### src/rtl/mux_2to1_l2_if.sv
// mux_2to1_l2_if: lane/bus bundle for the L2 2-to-1 lane-merge stage.
//   master : drives the two input lanes (in0/in1 + valid bits), observes outputs
//   slave  : the merge stage; consumes lanes, drives data_out/valid_bit_out/
//            lane_out, per-lane full flags and the sticky overflow flag
interface mux_2to1_l2_if #(
  parameter int DATA_W = 8
);
  logic [DATA_W-1:0] in0;
  logic [DATA_W-1:0] in1;
  logic              valid_bit0;
  logic              valid_bit1;
  logic [DATA_W-1:0] data_out;
  logic              valid_bit_out;
  logic              lane_out;
  logic              full0;
  logic              full1;
  logic              overflow;

  modport master (
    output in0, in1, valid_bit0, valid_bit1,
    input  data_out, valid_bit_out, lane_out, full0, full1, overflow
  );

  modport slave (
    input  in0, in1, valid_bit0, valid_bit1,
    output data_out, valid_bit_out, lane_out, full0, full1, overflow
  );
endinterface

### src/rtl/mux_2to1_l2.sv
// mux_2to1_l2: second-level lane merge. Each of the two incoming byte lanes is
// buffered in a DEPTH-entry FIFO; the FIFOs are drained round-robin onto one
// registered byte stream tagged with its source lane.
//
// Ports:
//   clk_4f : clock, rising edge
//   reset  : asynchronous reset, active-high
//   bus    : mux_2to1_l2_if.slave
//            in0/in1, valid_bit0/1      lane bytes and their valid bits
//            data_out, valid_bit_out    merged byte and valid (registered)
//            lane_out                   source lane of data_out (registered)
//            full0/full1                lane FIFO holds DEPTH entries
//            overflow                   sticky: a lane write was dropped
//
// Optional feature macro: IDLE_FILL_EN
//   defined   : when idle, data_out=IDLE_BYTE and lane_out=0; same after reset
//   undefined : data_out/lane_out hold their last value when idle; reset to 0
module mux_2to1_l2 #(
  parameter int DATA_W = 8,
  parameter int DEPTH  = 4
`ifdef IDLE_FILL_EN
  , parameter logic [DATA_W-1:0] IDLE_BYTE = 8'hBC
`endif
) (
  input logic          clk_4f,
  input logic          reset,
  mux_2to1_l2_if.slave bus
);

  localparam int PTR_W = (DEPTH > 1) ? $clog2(DEPTH) : 1;
  localparam int CNT_W = PTR_W + 1;
  localparam logic [CNT_W-1:0] FULL_CNT = CNT_W'(DEPTH);
`ifdef IDLE_FILL_EN
  localparam logic [DATA_W-1:0] RST_DATA = IDLE_BYTE;
`else
  localparam logic [DATA_W-1:0] RST_DATA = '0;
`endif

  logic [DATA_W-1:0] mem_q [2][DEPTH];
  logic [DATA_W-1:0] mem_d [2][DEPTH];
  logic [PTR_W-1:0]  wr_ptr_q [2], wr_ptr_d [2];
  logic [PTR_W-1:0]  rd_ptr_q [2], rd_ptr_d [2];
  logic [CNT_W-1:0]  count_q [2], count_d [2];
  logic              turn_q, turn_d;
  logic [DATA_W-1:0] data_out_q, data_out_d;
  logic              valid_q, valid_d;
  logic              lane_q, lane_d;
  logic              overflow_q, overflow_d;

  logic [DATA_W-1:0] lane_in [2];
  logic              lane_vld [2];
  logic              nonempty [2];
  logic              pop_any;
  logic              pop_lane;
  logic              push [2];
  logic              pop [2];

  assign lane_in[0]  = bus.in0;
  assign lane_in[1]  = bus.in1;
  assign lane_vld[0] = bus.valid_bit0;
  assign lane_vld[1] = bus.valid_bit1;
  assign nonempty[0] = (count_q[0] != '0);
  assign nonempty[1] = (count_q[1] != '0);

  always_comb begin
    mem_d      = mem_q;
    wr_ptr_d   = wr_ptr_q;
    rd_ptr_d   = rd_ptr_q;
    count_d    = count_q;
    turn_d     = turn_q;
    data_out_d = data_out_q;
    valid_d    = 1'b0;
    lane_d     = lane_q;
    overflow_d = overflow_q;
    pop_any    = 1'b0;
    pop_lane   = 1'b0;
    push       = '{1'b0, 1'b0};
    pop        = '{1'b0, 1'b0};

    // Arbitration looks only at registered counts, so a byte pushed this edge
    // is never popped in the same edge.
    if (nonempty[turn_q]) begin
      pop_any  = 1'b1;
      pop_lane = turn_q;
    end else if (nonempty[!turn_q]) begin
      pop_any  = 1'b1;
      pop_lane = !turn_q;
    end

    if (pop_any) begin
      data_out_d         = mem_q[pop_lane][rd_ptr_q[pop_lane]];
      valid_d            = 1'b1;
      lane_d             = pop_lane;
      turn_d             = !pop_lane;
      pop[pop_lane]      = 1'b1;
      rd_ptr_d[pop_lane] = rd_ptr_q[pop_lane] + PTR_W'(1);
    end else begin
`ifdef IDLE_FILL_EN
      data_out_d = IDLE_BYTE;
      lane_d     = 1'b0;
`endif
    end

    // Full check uses the pre-pop count: a byte arriving at a full FIFO is
    // dropped even if that FIFO is being popped on the same edge.
    for (int l = 0; l < 2; l++) begin
      if (lane_vld[l]) begin
        if (count_q[l] == FULL_CNT) begin
          overflow_d = 1'b1;
        end else begin
          push[l]                 = 1'b1;
          mem_d[l][wr_ptr_q[l]]   = lane_in[l];
          wr_ptr_d[l]             = wr_ptr_q[l] + PTR_W'(1);
        end
      end
      count_d[l] = count_q[l] + CNT_W'(push[l]) - CNT_W'(pop[l]);
    end
  end

  always_ff @(posedge clk_4f or posedge reset) begin
    if (reset) begin
      for (int l = 0; l < 2; l++) begin
        for (int e = 0; e < DEPTH; e++) begin
          mem_q[l][e] <= '0;
        end
        wr_ptr_q[l] <= '0;
        rd_ptr_q[l] <= '0;
        count_q[l]  <= '0;
      end
      turn_q     <= 1'b0;
      data_out_q <= RST_DATA;
      valid_q    <= 1'b0;
      lane_q     <= 1'b0;
      overflow_q <= 1'b0;
    end else begin
      mem_q      <= mem_d;
      wr_ptr_q   <= wr_ptr_d;
      rd_ptr_q   <= rd_ptr_d;
      count_q    <= count_d;
      turn_q     <= turn_d;
      data_out_q <= data_out_d;
      valid_q    <= valid_d;
      lane_q     <= lane_d;
      overflow_q <= overflow_d;
    end
  end

  assign bus.data_out      = data_out_q;
  assign bus.valid_bit_out = valid_q;
  assign bus.lane_out      = lane_q;
  assign bus.full0         = (count_q[0] == FULL_CNT);
  assign bus.full1         = (count_q[1] == FULL_CNT);
  assign bus.overflow      = overflow_q;

endmodule
### src/flat_wrapper.sv
// flat-port wrapper written by rule: the top's interface ports become plain ports
module mux_2to1_l2_flat 
#(
  parameter int DATA_W = 8,
  parameter int DEPTH  = 4

)
  (clk_4f, reset, bus_in0, bus_in1, bus_valid_bit0, bus_valid_bit1, bus_data_out, bus_valid_bit_out, bus_lane_out, bus_full0, bus_full1, bus_overflow);
  mux_2to1_l2_if #(.DATA_W(DATA_W)) bus_i ();
  input logic clk_4f;
  input logic reset;
  input wire logic [$bits(bus_i.in0)-1:0] bus_in0;
  input wire logic [$bits(bus_i.in1)-1:0] bus_in1;
  input wire logic [$bits(bus_i.valid_bit0)-1:0] bus_valid_bit0;
  input wire logic [$bits(bus_i.valid_bit1)-1:0] bus_valid_bit1;
  output wire logic [$bits(bus_i.data_out)-1:0] bus_data_out;
  output wire logic [$bits(bus_i.valid_bit_out)-1:0] bus_valid_bit_out;
  output wire logic [$bits(bus_i.lane_out)-1:0] bus_lane_out;
  output wire logic [$bits(bus_i.full0)-1:0] bus_full0;
  output wire logic [$bits(bus_i.full1)-1:0] bus_full1;
  output wire logic [$bits(bus_i.overflow)-1:0] bus_overflow;
  assign bus_i.in0 = bus_in0;
  assign bus_i.in1 = bus_in1;
  assign bus_i.valid_bit0 = bus_valid_bit0;
  assign bus_i.valid_bit1 = bus_valid_bit1;
  assign bus_data_out = bus_i.data_out;
  assign bus_valid_bit_out = bus_i.valid_bit_out;
  assign bus_lane_out = bus_i.lane_out;
  assign bus_full0 = bus_i.full0;
  assign bus_full1 = bus_i.full1;
  assign bus_overflow = bus_i.overflow;
  mux_2to1_l2 #(.DATA_W(DATA_W), .DEPTH(DEPTH)) u_core (.clk_4f(clk_4f), .reset(reset), .bus(bus_i));
endmodule
### config.mk
export PLATFORM = sky130hd
export DESIGN_NAME = mux_2to1_l2_flat
export DESIGN_NICKNAME = d
export VERILOG_FILES = /design/src/rtl/mux_2to1_l2_if.sv /design/src/rtl/mux_2to1_l2.sv /design/src/flat_wrapper.sv
export SDC_FILE = /design/constraint.sdc
export NUM_CORES = 1
export LEC_CHECK = 0
export ABC_CLOCK_PERIOD_IN_PS = 4100
export CELL_PAD_IN_SITES_DETAIL_PLACEMENT = 1
export CELL_PAD_IN_SITES_GLOBAL_PLACEMENT = 2
export CORE_ASPECT_RATIO = 0.9
export CORE_UTILIZATION = 43
export CTS_CLUSTER_DIAMETER = 50
export CTS_CLUSTER_SIZE = 25
export DETAILED_ROUTE_END_ITERATION = 12
export GPL_ROUTABILITY_DRIVEN = 0
export PLACE_DENSITY = 0.75
export SYNTH_ARGS = -nofsm -noshare
export SYNTH_HDL_FRONTEND = slang
export SYNTH_SLANG_ARGS = --single-unit
### constraint.sdc
create_clock -name clk_4f -period 4.1 [get_ports clk_4f]
set_input_delay 1.025 -clock clk_4f [delete_from_list [all_inputs] [get_ports clk_4f]]
set_output_delay 1.025 -clock clk_4f [all_outputs]
set_load 0.02 [all_outputs]
==> impl_metrics.csv <==
group,metric,value,unit
outcome,run_status,"completed",
power_and_ir_drop,leakagePower,2.34,nW
floorplan,row_count,34,
setup_path,r2r-end,"u_core.count_q[5]",
clocking,ctsHtreeMaxLevel,3,
grt,antenna_found_initial,0,
yosys,syn_nets,311,
floorplan,die_area,10700,sq um
power_and_ir_drop,netSwitchingFraction,33.1,%
grt,grt_pass1_vias,2622,
setup_path,cp.required,3.07,ns
power_and_ir_drop,p_seq_share,38.2,%
sta,finalSetupViolCount,0,
power_and_ir_drop,power.density,885,nW/um^2
sta,drv_slew,0,
setup_path,crit_fanout,5,
yosys,seq_area_frac_synth,51.1,%
yosys,synth-compound-area-share,2.70,%
routing,firstDrtPassIters,4,
placed_design,dpl.hpwl,5.49,mm
grt,grt_max_degree,91,
clocking,holdBufCountCts,0,
setup_path,critical_path.endpoint,"bus_full0",
yosys,synth_xor_area_share,1.99,%
layout,syn_to_final_growth,17.0,%
setup_path,worst_r2r_path_depth,9,
placed_design,numPortBuffers,32,
setup_path,cp-start-kind,"register",
yosys,synth_cells,277,
routing,wl_per_cell,18.3,um
grt,gr-total-overflow,0,
routing,drt_first_iter_violations,109,
yosys,synth_cell_types,34,
layout,fillCellCount,951,
yosys,yosys.area_share.simple,7.18,%
power_and_ir_drop,comb_power_share,42.3,%
layout,fin_cells,445,
routing,drc,0,
clocking,clockBufferDepth,2,
sta,hold_viol,0,
power_and_ir_drop,clockPowerShare,19.4,%
sta,max-slew-margin-rel,58.9,%
setup_path,cp-startpoint,"u_core.count_q[4]",
clocking,cts_root_buf,"clkbuf_16",
grt,gr-usage-all-layers,17.9,%
flow_run,drv_cap,0,
layout,antennaDiodeCount,0,
yosys,synthMuxAreaShare,29.7,%
power_and_ir_drop,p_sw,1.51,mW
setup_path,r2r_slack,1.66,ns
clocking,clkSinkCount,90,
routing,vias,2320,
power_and_ir_drop,p_int,3.05,mW
grt,grt_pass1_wl,14.3,mm
sta,fin_crit,2.83,ns
yosys,synth_top_family_by_area,"multiplexers",
yosys,syn_avg_cell_area,15.9,sq um
sta,fmax,0.353,GHz
setup_path,timing.rr.start,"u_core.count_q[1]",
layout,seq_area,2250,sq um
placed_design,dpl.cell_count,429,
clocking,clk_pin_slew_worst_paths,0.06,ns
power_and_ir_drop,peakVddDrop,0.395,mV
setup_path,critPathArrivalTime,1.80,ns
floorplan,initial_core_util,44.9,%
sta,fin_crit_sh,69.0,%
clocking,cts_buffers,9,
setup_path,timing_worst_setup_path_type,"register to output pin",
yosys,ys_ff_latch,90,
layout,drive_above_1_share,36.4,%
layout,multi_input_area,2020,sq um
layout,fin_nets,348,
sta,rsz0062_at_grt,"false",
yosys,yosys.area_share.adder,4.31,%
floorplan,die_h,98.1,um
clocking,post-cts-setup-buffers,0,
sta,fin_skew,0.00746,ns
setup_path,end_kind,"output pin",
routing,via_per_inst,5.21,
routing,routed_wl,8.14,mm
clocking,postCtsResizedCells,0,
yosys,ys_warn_count,0,
sta,fin_setup_tns,0,ns
yosys,synth_area,4410,sq um
floorplan,core_area,9830,sq um
floorplan,ios,33,
clocking,clk-insertion-delay-late,0.34,ns
routing,drt.antenna.violating_nets,0,
sta,tightest_slew,0.617,ns
clocking,cts_tree,"done",
min_path,hp-class,"register to register",
floorplan,dieWidth,109,um
[flip-flops by register name (all words and copies together), names as in the netlist]
register	cells
u_core.bus.valid_bit_out	1
u_core.bus.overflow	1
u_core.bus.lane_out	1
u_core.wr_ptr_q	4
u_core.mem_q	64
u_core.rd_ptr_q	4
u_core.bus.data_out	8
u_core.turn_q	1
u_core.count_q	6
[layer usage]
layer | vias up | track usage (%) | routed length (um)
met3 | 10 | 4.54 | 254
li1 | 1060 | - | -
met2 | 31 | 28.1 | 3970
met1 | 1219 | 24.5 | 3810
met4 | 0 | 5.30 | 99
met5 | - | 0 | 0
[metrics by stage]
step / util, % / power [mW] / cell area [sq um] / setup slack (ns) / hold WS (ns)
after detailed placement: 49.3 / 3.73 / 4840 / 0.955 / 0.464
after CTS: 52.5 / 4.65 / 5160 / 1.24 / 0.487
after floorplan: - / 3.27 / 4410 / 0.740 / 0.474
after global placement: 49.3 / 3.65 / 4840 / 1.02 / 0.467
final: 52.5 / 4.56 / 5160 / 1.27 / 0.480
after global routing: 52.5 / 4.89 / 5160 / 1.17 / 0.520
[synth_stat cells]
cell type	instances	area, sq um
dfrtp_1	90	2250
mux2_4	40	601
mux2_2	26	293
inv_1	16	60.1
mux4_2	14	315
ha_1	12	150
nor2_1	11	41.3
mux2i_1	10	100
a21oi_1	8	40.0
nand2_8	8	160
xnor2_1	7	61.3
buf_2	4	20.0
nand2_1	4	15.0
xor2_1	3	26.3
a21o_1	2	15.0
buf_12	2	40.0
fa_1	2	40.0
o21ai_0	2	10.0
a21oi_2	1	8.76
a221o_2	1	11.3
a32oi_1	1	8.76
and3_1	1	6.26
buf_6	1	11.3
clkbuf_1	1	3.75
nor2b_2	1	8.76
nor2b_4	1	13.8
nor3_1	1	5.00
nor3_4	1	16.3
nor3b_2	1	12.5
nor3b_4	1	18.8
o21ai_4	1	16.3
o221ai_1	1	8.76
or3_2	1	7.51
or3_4	1	11.3
[worst min path at each step]
stage	depth (start not counted)	slack, ns	end	startpoint
floorplan	1	0.47	u_core.mem_q[0]	u_core.mem_q[0]
global placement	1	0.47	u_core.bus.overflow	u_core.bus.overflow
finish	1	0.48	u_core.bus.lane_out	u_core.bus.lane_out
CTS	1	0.49	u_core.bus.overflow	u_core.bus.overflow
detailed placement	1	0.46	u_core.bus.overflow	u_core.bus.overflow
global route	1	0.52	u_core.bus.overflow	u_core.bus.overflow
[worst max-delay path, stage by stage (launching register included)]
cell             delay [ns]
dfrtp_1                0.49
nor3b_4                0.33
clkdlybuf4s50_1        0.66
[kinds of logic after synthesis]
family / count (synthesis)
mux: 90
flops: 90
simple gates: 32
buf+inv: 24
compound gates: 17
fa+ha+maj: 14
xor+xnor: 10
[cell usage in the layout, fill, tap and decap left out, types with 7 or more instances in the layout]
cell type / n
dfrtp_1: 90
mux2_4: 40
clkdlybuf4s50_1: 32
mux4_2: 14
mux2i_1: 10
a21oi_1: 8
ha_1: 12
mux2_2: 26
nand2_8: 8
inv_1: 15
nor2_1: 11
xnor2_1: 7
clkbuf_16: 9
[final cells by class]
class | count | area share [%]
clock inverters | 6 | 1.75
multi-input cells | 163 | 39.2
clock buffers | 10 | 4.44
well taps | 126 | 3.06
flip-flops and latches | 90 | 43.6
repair buffers | 34 | 6.74
inverters | 16 | 1.19
[power by group through the flow]
| stage | Clock [mW] | Sequential (mW) | Combinational (mW) |
|---|---|---|---|
| after CTS | 0.911 | 1.75 | 1.98 |
| after detailed placement | 0 | 1.76 | 1.97 |
| after global routing | 0.941 | 1.83 | 2.13 |
| final | 0.886 | 1.75 | 1.93 |
| after floorplan | 0 | 1.63 | 1.64 |
| after global placement | 0 | 1.74 | 1.91 |
Power figures use the tool's default switching activity.
